`src/rtl/conv2_window_reader_if.sv`:
```
// Control, BRAM port-B and pixel-stream bundle for the 2D convolution window reader.
interface conv2_window_reader_if;
  logic        start;
  logic [11:0] base_addr;
  logic        busy;
  logic        done;
  logic        enb;
  logic        web;
  logic [11:0] addrb;
  logic [7:0]  datain0;
  logic [7:0]  datain1;
  logic [7:0]  datain2;
  logic [7:0]  datain3;
  logic [7:0]  pix0;
  logic [7:0]  pix1;
  logic [7:0]  pix2;
  logic [7:0]  pix3;
  logic        pix_valid;
  logic        pix_ready;
  logic        win_first;
  logic        win_last;
  logic        frame_last;

  // Window reader side.
  modport slave (
    input  start, base_addr, datain0, datain1, datain2, datain3, pix_ready,
    output busy, done, enb, web, addrb, pix0, pix1, pix2, pix3,
           pix_valid, win_first, win_last, frame_last
  );

  // Controller / BRAM / pixel consumer side.
  modport master (
    output start, base_addr, datain0, datain1, datain2, datain3, pix_ready,
    input  busy, done, enb, web, addrb, pix0, pix1, pix2, pix3,
           pix_valid, win_first, win_last, frame_last
  );
endinterface

```
`src/rtl/conv2_window_reader.sv`:
```
// Walks every KxK window of a feature map in raster order, reads the four
// channels of each window pixel from BRAM port B (1-cycle latency) and streams
// them out through a 2-entry FIFO with valid/ready flow control.
module conv2_window_reader #(
  parameter int IMG_W = 24,
  parameter int IMG_H = 24,
  parameter int K     = 3
) (
  input  logic                  clk,
  input  logic                  rst,
  conv2_window_reader_if.slave  bus
);
  localparam int            CW    = $clog2((IMG_W > IMG_H) ? IMG_W : IMG_H) + 1;
  localparam logic [CW-1:0] KMAX  = CW'(K - 1);
  localparam logic [CW-1:0] OXMAX = CW'(IMG_W - K);
  localparam logic [CW-1:0] OYMAX = CW'(IMG_H - K);
  localparam int            EW    = 35;  // four 8-bit channels + three flags

  typedef enum logic [1:0] {S_IDLE, S_RUN, S_DRAIN, S_DONE} state_t;

  state_t        r_state, w_state_nxt;
  logic [11:0]   r_base;
  logic [CW-1:0] r_ox, r_oy, r_kx, r_ky;
  logic          r_vld_p1;
  logic [2:0]    r_flags_p1;
  logic [EW-1:0] r_mem [2];
  logic          r_wp, r_rp;
  logic [1:0]    r_cnt;

  logic          w_issue, w_pop, w_push, w_drained;
  logic          w_win_first, w_win_last, w_frame_last;
  logic [1:0]    w_occ;
  logic [11:0]   w_addr;
  logic [EW-1:0] w_head;

  assign w_addr = r_base + 12'((int'(r_oy) + int'(r_ky)) * IMG_W + int'(r_ox) + int'(r_kx));

  assign w_win_first  = (r_ky == '0) && (r_kx == '0);
  assign w_win_last   = (r_ky == KMAX) && (r_kx == KMAX);
  assign w_frame_last = w_win_last && (r_ox == OXMAX) && (r_oy == OYMAX);

  assign w_pop  = (r_cnt != 2'd0) && bus.pix_ready;
  assign w_push = r_vld_p1;
  // Buffered plus in-flight entries, with this cycle's pop already released.
  assign w_occ  = r_cnt + {1'b0, r_vld_p1} - {1'b0, w_pop};
  // Nothing left after this cycle: no read returning, FIFO empty or emptying now.
  assign w_drained = !r_vld_p1 && ((r_cnt == 2'd0) || ((r_cnt == 2'd1) && w_pop));

  // State register.
  always_ff @(posedge clk or posedge rst) begin
    if (rst) r_state <= S_IDLE;
    else     r_state <= w_state_nxt;
  end

  // Next-state logic and read issue decision.
  always_comb begin
    w_state_nxt = r_state;
    w_issue     = 1'b0;
    case (r_state)
      S_IDLE:  if (bus.start) w_state_nxt = S_RUN;
      S_RUN: begin
        w_issue = (w_occ < 2'd2);
        if (w_issue && w_frame_last) w_state_nxt = S_DRAIN;
      end
      S_DRAIN: if (w_drained) w_state_nxt = S_DONE;
      S_DONE:  w_state_nxt = S_IDLE;
      default: w_state_nxt = S_IDLE;
    endcase
  end

  // Base capture and window position counters, kx fastest, oy slowest.
  always_ff @(posedge clk or posedge rst) begin
    if (rst) begin
      r_base <= '0;
      r_ox   <= '0;
      r_oy   <= '0;
      r_kx   <= '0;
      r_ky   <= '0;
    end else if ((r_state == S_IDLE) && bus.start) begin
      r_base <= bus.base_addr;
      r_ox   <= '0;
      r_oy   <= '0;
      r_kx   <= '0;
      r_ky   <= '0;
    end else if (w_issue) begin
      if (r_kx != KMAX) begin
        r_kx <= r_kx + 1'b1;
      end else begin
        r_kx <= '0;
        if (r_ky != KMAX) begin
          r_ky <= r_ky + 1'b1;
        end else begin
          r_ky <= '0;
          if (r_ox != OXMAX) begin
            r_ox <= r_ox + 1'b1;
          end else begin
            r_ox <= '0;
            r_oy <= (r_oy == OYMAX) ? '0 : r_oy + 1'b1;
          end
        end
      end
    end
  end

  // Read-in-flight stage: flags travel with the read so they meet its data.
  always_ff @(posedge clk or posedge rst) begin
    if (rst) begin
      r_vld_p1   <= 1'b0;
      r_flags_p1 <= '0;
    end else begin
      r_vld_p1   <= w_issue;
      r_flags_p1 <= {w_win_first, w_win_last, w_frame_last};
    end
  end

  // FIFO pointers and occupancy.
  always_ff @(posedge clk or posedge rst) begin
    if (rst) begin
      r_wp  <= 1'b0;
      r_rp  <= 1'b0;
      r_cnt <= 2'd0;
    end else begin
      if (w_push) r_wp <= ~r_wp;
      if (w_pop)  r_rp <= ~r_rp;
      r_cnt <= r_cnt + {1'b0, w_push} - {1'b0, w_pop};
    end
  end

  // FIFO storage; contents are only observed while occupancy is non-zero.
  always_ff @(posedge clk) begin
    if (w_push) r_mem[r_wp] <= {bus.datain3, bus.datain2, bus.datain1, bus.datain0, r_flags_p1};
  end

  assign w_head = (r_cnt != 2'd0) ? r_mem[r_rp] : '0;

  assign bus.pix_valid  = (r_cnt != 2'd0);
  assign bus.pix3       = w_head[34:27];
  assign bus.pix2       = w_head[26:19];
  assign bus.pix1       = w_head[18:11];
  assign bus.pix0       = w_head[10:3];
  assign bus.win_first  = w_head[2];
  assign bus.win_last   = w_head[1];
  assign bus.frame_last = w_head[0];
  assign bus.enb        = w_issue;
  assign bus.web        = 1'b0;
  assign bus.addrb      = w_addr;
  assign bus.busy       = (r_state == S_RUN) || (r_state == S_DRAIN);
  assign bus.done       = (r_state == S_DONE);
endmodule

```
`src/flat_wrapper.sv`:
```
// flat-port wrapper written by rule: the top's interface ports become plain ports
module conv2_window_reader_flat 
#(
  parameter int IMG_W = 24,
  parameter int IMG_H = 24,
  parameter int K     = 3
)
  (clk, rst, bus_start, bus_base_addr, bus_datain0, bus_datain1, bus_datain2, bus_datain3, bus_pix_ready, bus_busy, bus_done, bus_enb, bus_web, bus_addrb, bus_pix0, bus_pix1, bus_pix2, bus_pix3, bus_pix_valid, bus_win_first, bus_win_last, bus_frame_last);
  conv2_window_reader_if bus_i ();
  input  logic clk;
  input  logic rst;
  input wire logic [$bits(bus_i.start)-1:0] bus_start;
  input wire logic [$bits(bus_i.base_addr)-1:0] bus_base_addr;
  input wire logic [$bits(bus_i.datain0)-1:0] bus_datain0;
  input wire logic [$bits(bus_i.datain1)-1:0] bus_datain1;
  input wire logic [$bits(bus_i.datain2)-1:0] bus_datain2;
  input wire logic [$bits(bus_i.datain3)-1:0] bus_datain3;
  input wire logic [$bits(bus_i.pix_ready)-1:0] bus_pix_ready;
  output wire logic [$bits(bus_i.busy)-1:0] bus_busy;
  output wire logic [$bits(bus_i.done)-1:0] bus_done;
  output wire logic [$bits(bus_i.enb)-1:0] bus_enb;
  output wire logic [$bits(bus_i.web)-1:0] bus_web;
  output wire logic [$bits(bus_i.addrb)-1:0] bus_addrb;
  output wire logic [$bits(bus_i.pix0)-1:0] bus_pix0;
  output wire logic [$bits(bus_i.pix1)-1:0] bus_pix1;
  output wire logic [$bits(bus_i.pix2)-1:0] bus_pix2;
  output wire logic [$bits(bus_i.pix3)-1:0] bus_pix3;
  output wire logic [$bits(bus_i.pix_valid)-1:0] bus_pix_valid;
  output wire logic [$bits(bus_i.win_first)-1:0] bus_win_first;
  output wire logic [$bits(bus_i.win_last)-1:0] bus_win_last;
  output wire logic [$bits(bus_i.frame_last)-1:0] bus_frame_last;
  assign bus_i.start = bus_start;
  assign bus_i.base_addr = bus_base_addr;
  assign bus_i.datain0 = bus_datain0;
  assign bus_i.datain1 = bus_datain1;
  assign bus_i.datain2 = bus_datain2;
  assign bus_i.datain3 = bus_datain3;
  assign bus_i.pix_ready = bus_pix_ready;
  assign bus_busy = bus_i.busy;
  assign bus_done = bus_i.done;
  assign bus_enb = bus_i.enb;
  assign bus_web = bus_i.web;
  assign bus_addrb = bus_i.addrb;
  assign bus_pix0 = bus_i.pix0;
  assign bus_pix1 = bus_i.pix1;
  assign bus_pix2 = bus_i.pix2;
  assign bus_pix3 = bus_i.pix3;
  assign bus_pix_valid = bus_i.pix_valid;
  assign bus_win_first = bus_i.win_first;
  assign bus_win_last = bus_i.win_last;
  assign bus_frame_last = bus_i.frame_last;
  conv2_window_reader #(.IMG_W(IMG_W), .IMG_H(IMG_H), .K(K)) u_core (.clk(clk), .rst(rst), .bus(bus_i));
endmodule
```
`config.mk`:
```
export PLATFORM = sky130hd
export DESIGN_NAME = conv2_window_reader_flat
export DESIGN_NICKNAME = d
export VERILOG_FILES = /design/src/rtl/conv2_window_reader_if.sv /design/src/rtl/conv2_window_reader.sv /design/src/flat_wrapper.sv
export SDC_FILE = /design/constraint.sdc
export NUM_CORES = 1
export LEC_CHECK = 0
export CAP_MARGIN = 5
export CORE_UTILIZATION = 49
export CTS_CLUSTER_DIAMETER = 40
export DETAILED_ROUTE_END_ITERATION = 8
export GPL_TIMING_DRIVEN = 0
export PLACE_DENSITY = 0.88
export REMOVE_ABC_BUFFERS = 1
export SYNTH_ARGS = -nofsm -noshare
export SYNTH_HDL_FRONTEND = slang
export SYNTH_SLANG_ARGS = --single-unit
```
`constraint.sdc`:
```
create_clock -name clk -period 5.4 [get_ports clk]
set_input_delay 1.08 -clock clk [delete_from_list [all_inputs] [get_ports clk]]
set_output_delay 1.08 -clock clk [all_outputs]
set_load 0.05 [all_outputs]
```
==> results.sh, run 1 <==
export IMPL_endpoint_kind="output pin"
export IMPL_path_cells="ha_4, buf_4, a21o_1, a21oi_2, xnor2_2, ha_1, ha_1, a21o_1, a21oi_4, o21bai_1, a21oi_2, xnor2_1, ha_1, ha_4, ha_4, a21oi_1, nand4_1, a2bb2oi_2, xnor2_1, buf_4"
export IMPL_syn_instance_count=549
export IMPL_dpl_worst_slack_ns=-1.23
export IMPL_violations="setup timing"
export IMPL_clkTransAtPathRegs_ns=0.06
export IMPL_areaGrowthSynthToFinish_pct=38.8
export IMPL_via_per_inst=5.54
export IMPL_die_area_sq_um=13300
export IMPL_synth_edff_count=70
export IMPL_die_w_um=115
export IMPL_crit_arrival_ns=4.75
export IMPL_rsz0062_at_grt="true"
export IMPL_ant_nets=0
export IMPL_status="finished, violations left"
export IMPL_synth_cell_type_count=56
export IMPL_clock_root_buffer="clkbuf_16"
export IMPL_setup_slack_ns=-0.432
export IMPL_max_slew_margin_rel=0.217
export IMPL_switching_share=0.477
export IMPL_dr_pass1_iters=5
export IMPL_cp_top_family="adder cells"
export IMPL_vias=4819
export IMPL_start_util=0.501
export IMPL_drive_gt1_frac=0.205
export IMPL_crit_slowest_cell="dfrtp_2"
export IMPL_seq_area_frac_synth=0.517
export IMPL_io_buffers=98
export IMPL_drv_slew=0
export IMPL_hold_path_class="flop to flop"
export IMPL_cts_buffer_depth=2
export IMPL_worstSetupPathType="flop to output pin"
export IMPL_drt_total_wl_mm=15.8
export IMPL_grt_total_usage=0.250
export IMPL_synth_area_sq_um=6290
export IMPL_maxCapViolCount=0
export IMPL_drtIter0Drc=368
export IMPL_diodes=0
export IMPL_die_h_um=115
export IMPL_grt_pass1_wl_mm=25.0
export IMPL_synthTopCellsByArea="edfxtp_1 (33%), dfrtp_1 (18%), ha_1 (11%)"
export IMPL_synth_area_per_cell_sq_um=11.5
export IMPL_powerDensity_nw_per_um2=663
export IMPL_timing_fmax_mhz=171
export IMPL_yosys_area_top_type_share=0.334
export IMPL_place_congestion=0.813
export IMPL_core_area_sq_um=12600
export IMPL_final_core_util=0.695
export IMPL_grt_overflow=0
export IMPL_final_net_count=800
export IMPL_tightest_slew_ns=1.17
export IMPL_cts_tree="yes"
export IMPL_synth_top_cell_by_area="edfxtp_1"
export IMPL_setup_viol=4
export IMPL_fin_crit_sh=1.08
export IMPL_ir_worst_vdd_mv=1.01
export IMPL_skew_ns=0.00855
export IMPL_hold_ws_ns=0.450
export IMPL_hold_viol=0
export IMPL_dpl_hpwl_mm=9.48
export IMPL_grt_max_degree=36
export IMPL_critPathRequiredTime_ns=4.32
export IMPL_rows=41
export IMPL_p_int_mw=3.03
export IMPL_worstSetupStartpointType="flop"
export IMPL_p_comb_frac=0.591
export IMPL_max_stage_delay_ns=0.43
export IMPL_worst_path_buf_inv=2
export IMPL_p_switching_mw=2.77
export IMPL_drc=0
export IMPL_wl_per_cell_um=18.2
export IMPL_h_tree_depth=4
export IMPL_synth_top_flop_cell="edfxtp_1"
export IMPL_antenna_found_initial=0
export IMPL_seq_power_share=0.225
export IMPL_min_period_ns=5.83
export IMPL_insertion_delay_ns=0.41
export IMPL_yosysWarnings=0
export IMPL_ys_ff_latch=116
export IMPL_p_clk_frac=0.184
export IMPL_grt_pass1_vias=5109
export IMPL_numCtsBuffers=17
export IMPL_synthArstFlopShare=0.397
export IMPL_cts_sinks=116
export IMPL_io_pins=100
export IMPL_nFillCells=831
export IMPL_power_leakage_nw=3.68
export IMPL_path_max_fanout=4
## worst register-to-register path, stage by stage, from the launching register on
cell and delay [ns]:
dfrtp_1 0.43, nor2_4 0.44, buf_16 0.22, inv_1 0.06
and2_1 0.17, ha_1 0.28, inv_1 0.04, ha_1 0.18
xnor3_1 0.44, nand2_1 0.24, or3_4 0.52, or4_1 0.53
a21oi_1 0.16
## sequential cells by signal, indices dropped and copies added, names as in the netlist
name / count
u_core.r_base: 12
u_core.r_cnt: 2
u_core.r_flags_p1: 3
u_core.r_kx: 6
u_core.r_ky: 6
u_core.r_mem: 70
u_core.r_ox: 6
u_core.r_oy: 6
u_core.r_rp: 1
u_core.r_state: 2
u_core.r_vld_p1: 1
u_core.r_wp: 1
## logic make-up after synthesis
kind of cell,count (synthesis),share of synthesized area
mux,36,0.0574
xor+xnor,23,0.0342
flops,116,0.517
other cells,1,0.000596
simple gates,168,0.129
compound gates,81,0.0783
buf+inv,57,0.0358
fa+ha+maj,67,0.147
## synth_stat cells (2+ instances only)
master     count
fa_1          12
nand4b_1       2
dfrtp_1       46
or3_1          7
mux2i_1       35
nor2_1        58
edfxtp_1      70
ha_1          55
a2bb2oi_1      2
nor4_1         2
o21ai_0       21
or2_2          2
a211oi_1       2
nor4b_1        3
xnor2_1       16
nand4_1        3
clkbuf_1      11
a21o_1         6
o211ai_1       2
nand2_1       55
nor2b_1        5
xor2_1         6
inv_1         43
o31ai_1        2
a21oi_1       30
o21bai_1       3
nor3_1         3
nand3_1        9
o21a_1         3
or4_1          4
and2_1         3
a21boi_0       2
nand2b_1       3
## worst paths after layout
kind	depth (start not counted)	start	end	slack [ns]
max	20	u_core.r_oy[0]$_DFFE_PP0P_	bus_addrb[11]	-0.43
min	0	u_core.r_flags_p1[2]$_DFF_PP0_	u_core.r_mem[0][2]$_DFFE_PP_	0.45
max reg2reg	12	u_core.r_cnt[1]$_DFF_PP0_	u_core.r_oy[3]$_DFFE_PP0P_	1.60
min reg2reg	0	u_core.r_flags_p1[2]$_DFF_PP0_	u_core.r_mem[0][2]$_DFFE_PP_	0.45
max in group asynchronous	3	rst	u_core.r_rp$_DFFE_PP0P_	3.82
min in group asynchronous	2	rst	u_core.r_base[9]$_DFFE_PP0P_	1.05
## through the flow
| step | total power, mW | TNS (ns) | instances | cell area (sq um) |
|---|---|---|---|---|
| 6_report | 5.80 | -1.06 | 870 | 8740 |
| 5_1_grt | 6.08 | -1.68 | 870 | 8740 |
| 4_1_cts | 5.65 | -0.688 | 868 | 8640 |
| 3_5_place_dp | 4.40 | -4.85 | 809 | 7550 |
| 3_3_place_gp | 4.27 | -4.64 | 805 | 7430 |
| 2_1_floorplan | 3.44 | -2.30 | 535 | 6230 |
## area by class of cell
cell class              instances  area [sq um]  area share
clock inverters                15           131      0.0150
flip-flops and latches        116          3260       0.373
well taps                     172           215      0.0246
multi-input cells             376          3240       0.371
clock buffers                  17           425      0.0487
repair buffers                131          1300       0.149
inverters                      43           164      0.0188
## layout by cell type (no fill, tap or decap), types with 5 or more instances in the layout
cell and n:
clkdlybuf4s50_1 90, nand2_1 53, a21oi_1 21, inv_2 6
xor2_1 5, ha_4 18, buf_4 32, dfrtp_2 7
clkbuf_16 17, o21ai_0 17, mux2i_1 35, ha_1 37
dfrtp_1 39, a21oi_2 7, nand3_1 9, or3_1 7
xnor2_1 14, edfxtp_1 70, fa_1 10, nor2_1 56
inv_1 36, a21o_1 6
## power by group through the flow
stage                     combinational, mW  clock (mW)  sequential [mW]
after global placement                 2.95           0             1.32
after detailed placement               3.10           0             1.30
final                                  3.43        1.07             1.30
after global routing                   3.63        1.12             1.32
after floorplan                        2.16           0             1.28
after CTS                              3.28        1.08             1.29
## what timing repair did
item                       CTS  global route
setup endpoints to repair    8             9
gates resized for setup     96            19
gates cloned                 0             0
hold buffers                 0             0
setup buffers               28             2
pin swaps                   43            14
## per-layer routing
| metal | wire, um | share of wire | GRT usage | vias to the layer above |
|---|---|---|---|---|
| li1 | - | - | - | 2207 |
| met1 | 6250 | 0.39 | 0.281 | 2357 |
| met2 | 8190 | 0.52 | 0.444 | 208 |
| met3 | 980 | 0.062 | 0.0664 | 47 |
| met4 | 421 | 0.027 | 0.113 | 0 |
| met5 | 0 | 0 | 0 | - |
Note: power is estimated with default switching activity, not from simulation.
==> run 2, diff against run 1 <==
Settings changed: PLACE_DENSITY 0.88 to 0.84, TNS_END_PERCENT set to 10.
==> results.sh, run 2 (same netlist as run 1, synthesis figures left out) <==
export IMPL_status="finished, violations left"
export IMPL_violations="setup timing"
export IMPL_largest_reg_flops=70
export IMPL_finalPower_mw=5.79
export IMPL_holdBufCountCts=0
export IMPL_drtIter0Drc=397
export IMPL_reg_largest_list="u_core.r_mem x70, u_core.r_base x12"
export IMPL_critPathRequiredTime_ns=4.32
export IMPL_drive_gt1_frac=0.194
export IMPL_diodes=0
export IMPL_switching_share=0.461
export IMPL_hold_path_class="flop to flop"
export IMPL_grt_pass1_wl_mm=23.7
export IMPL_io_pins=100
export IMPL_numCtsBuffers=17
export IMPL_areaGrowthSynthToFinish_pct=39.1
export IMPL_grt_pass1_vias=4932
export IMPL_max_slew_margin_rel=0.194
export IMPL_min_period_ns=5.92
export IMPL_p_int_mw=3.12
export IMPL_maxCapViolCount=0
export IMPL_die_h_um=115
export IMPL_cts_tree="yes"
export IMPL_setup_slack_ns=-0.518
export IMPL_drt_total_wl_mm=15.4
export IMPL_p_switching_mw=2.67
export IMPL_rows=41
export IMPL_antenna_found_initial=0
export IMPL_via_per_inst=5.54
export IMPL_core_area_sq_um=12600
export IMPL_dr_pass1_iters=5
export IMPL_grt_total_usage=0.237
export IMPL_p_clk_frac=0.198
export IMPL_crit_arrival_ns=4.84
export IMPL_grt_overflow=0
export IMPL_cts_sinks=116
export IMPL_clock_root_buffer="clkbuf_16"
export IMPL_skew_ns=0.0144
export IMPL_final_net_count=802
export IMPL_clkTransAtPathRegs_ns=0.05
export IMPL_path_max_fanout=2
export IMPL_seq_power_share=0.221
export IMPL_final_area_sq_um=8760
export IMPL_place_area_sq_um=7530
export IMPL_power_leakage_nw=3.69
export IMPL_p_comb_frac=0.582
export IMPL_wl_per_cell_um=17.7
export IMPL_worstSetupPathType="flop to output pin"
export IMPL_die_area_sq_um=13300
export IMPL_dpl_worst_slack_ns=-1.13
export IMPL_ir_worst_vdd_mv=0.583
export IMPL_insertion_delay_ns=0.42
export IMPL_hold_viol=0
export IMPL_rsz0062_at_grt="true"
export IMPL_regMostFlops="u_core.r_mem"
export IMPL_final_core_util=0.697
export IMPL_final_common_cell="clkdlybuf4s50_1"
export IMPL_drc=0
export IMPL_drv_slew=0
export IMPL_tightest_slew_ns=1.21
export IMPL_io_buffers=98
export IMPL_setup_viol=5
export IMPL_endpoint_kind="output pin"
export IMPL_h_tree_depth=4
export IMPL_fin_crit_sh=1.10
export IMPL_dpl_hpwl_mm=9.30
export IMPL_layout_common_cells="clkdlybuf4s50_1 (90), edfxtp_1 (70), nor2_1 (56), nand2_1 (53), inv_1 (38)"
export IMPL_place_congestion=0.862
export IMPL_die_w_um=115
export IMPL_powerDensity_nw_per_um2=661
export IMPL_vias=4832
export IMPL_worstSetupStartpointType="flop"
export IMPL_ant_nets=0
export IMPL_start_util=0.501
export IMPL_timing_fmax_mhz=169
export IMPL_grt_max_degree=36
export IMPL_cts_buffer_depth=2
[run 2: what timing repair did]
| action | in CTS | in global routing |
|---|---|---|
| setup buffers | 24 | 7 |
| pin swaps | 29 | 15 |
| setup endpoints to repair | 8 | 9 |
| gates resized for setup | 89 | 16 |
[run 2: final cells by class]
| type | instances | area (sq um) |
|---|---|---|
| inverter | 43 | 161 |
| sequential | 116 | 3260 |
| multi-input combinational | 376 | 3220 |
| clock buffer | 21 | 440 |
| clock inverter | 11 | 159 |
| timing repair buffer | 133 | 1300 |
| tap | 172 | 215 |
| fill | 806 | 3810 |
[run 2: stage by stage]
step	hold slack (ns)	std cells	TNS [ns]
floorplan	0.420	535	-2.30
global placement	0.424	805	-4.77
detailed placement	0.431	809	-4.52
CTS	0.444	865	-0.918
global route	0.447	872	-2.50
finish	0.439	872	-1.82
[run 2: power groups by stage]
stage                     combinational, mW  clock, mW  sequential (mW)
after floorplan                        2.16          0             1.28
after global placement                 2.94          0             1.32
after detailed placement               3.10          0             1.28
after CTS                              3.30       1.16             1.27
after global routing                   3.55       1.20             1.30
final                                  3.37       1.14             1.28
[run 2: worst paths after layout]
check	startpoint	to	slack, ns	depth (start not counted)
max	u_core.r_oy[0]$_DFFE_PP0P_	bus_addrb[11]	-0.52	20
min	u_core.r_flags_p1[2]$_DFF_PP0_	u_core.r_mem[1][2]$_DFFE_PP_	0.44	0
max reg2reg	u_core.r_cnt[1]$_DFF_PP0_	u_core.r_oy[3]$_DFFE_PP0P_	1.68	11
min reg2reg	u_core.r_flags_p1[2]$_DFF_PP0_	u_core.r_mem[1][2]$_DFFE_PP_	0.44	0
max in group asynchronous	rst	u_core.r_oy[2]$_DFFE_PP0P_	3.85	3
min in group asynchronous	rst	u_core.r_base[1]$_DFFE_PP0P_	1.01	2
[run 2: worst max-delay path: stages, from the launching register on]
cell	delay, ns
dfrtp_2	0.40
ha_4	0.16
inv_2	0.05
fa_2	0.42
buf_6	0.15
xnor2_4	0.20
ha_4	0.25
ha_4	0.17
fa_2	0.35
a21o_1	0.18
a21oi_2	0.18
xnor2_1	0.10
ha_1	0.34
ha_4	0.24
ha_4	0.27
nand2_2	0.06
o21bai_4	0.18
a21oi_1	0.19
a2bb2oi_2	0.10
xnor2_1	0.20
buf_4	0.23
[run 2: per-layer routing]
layer	vias up	track usage	part of all wire
li1	2222	-	-
met1	2335	0.251	0.38
met2	228	0.428	0.51
met3	47	0.0743	0.070
met4	0	0.112	0.032
met5	-	0	0
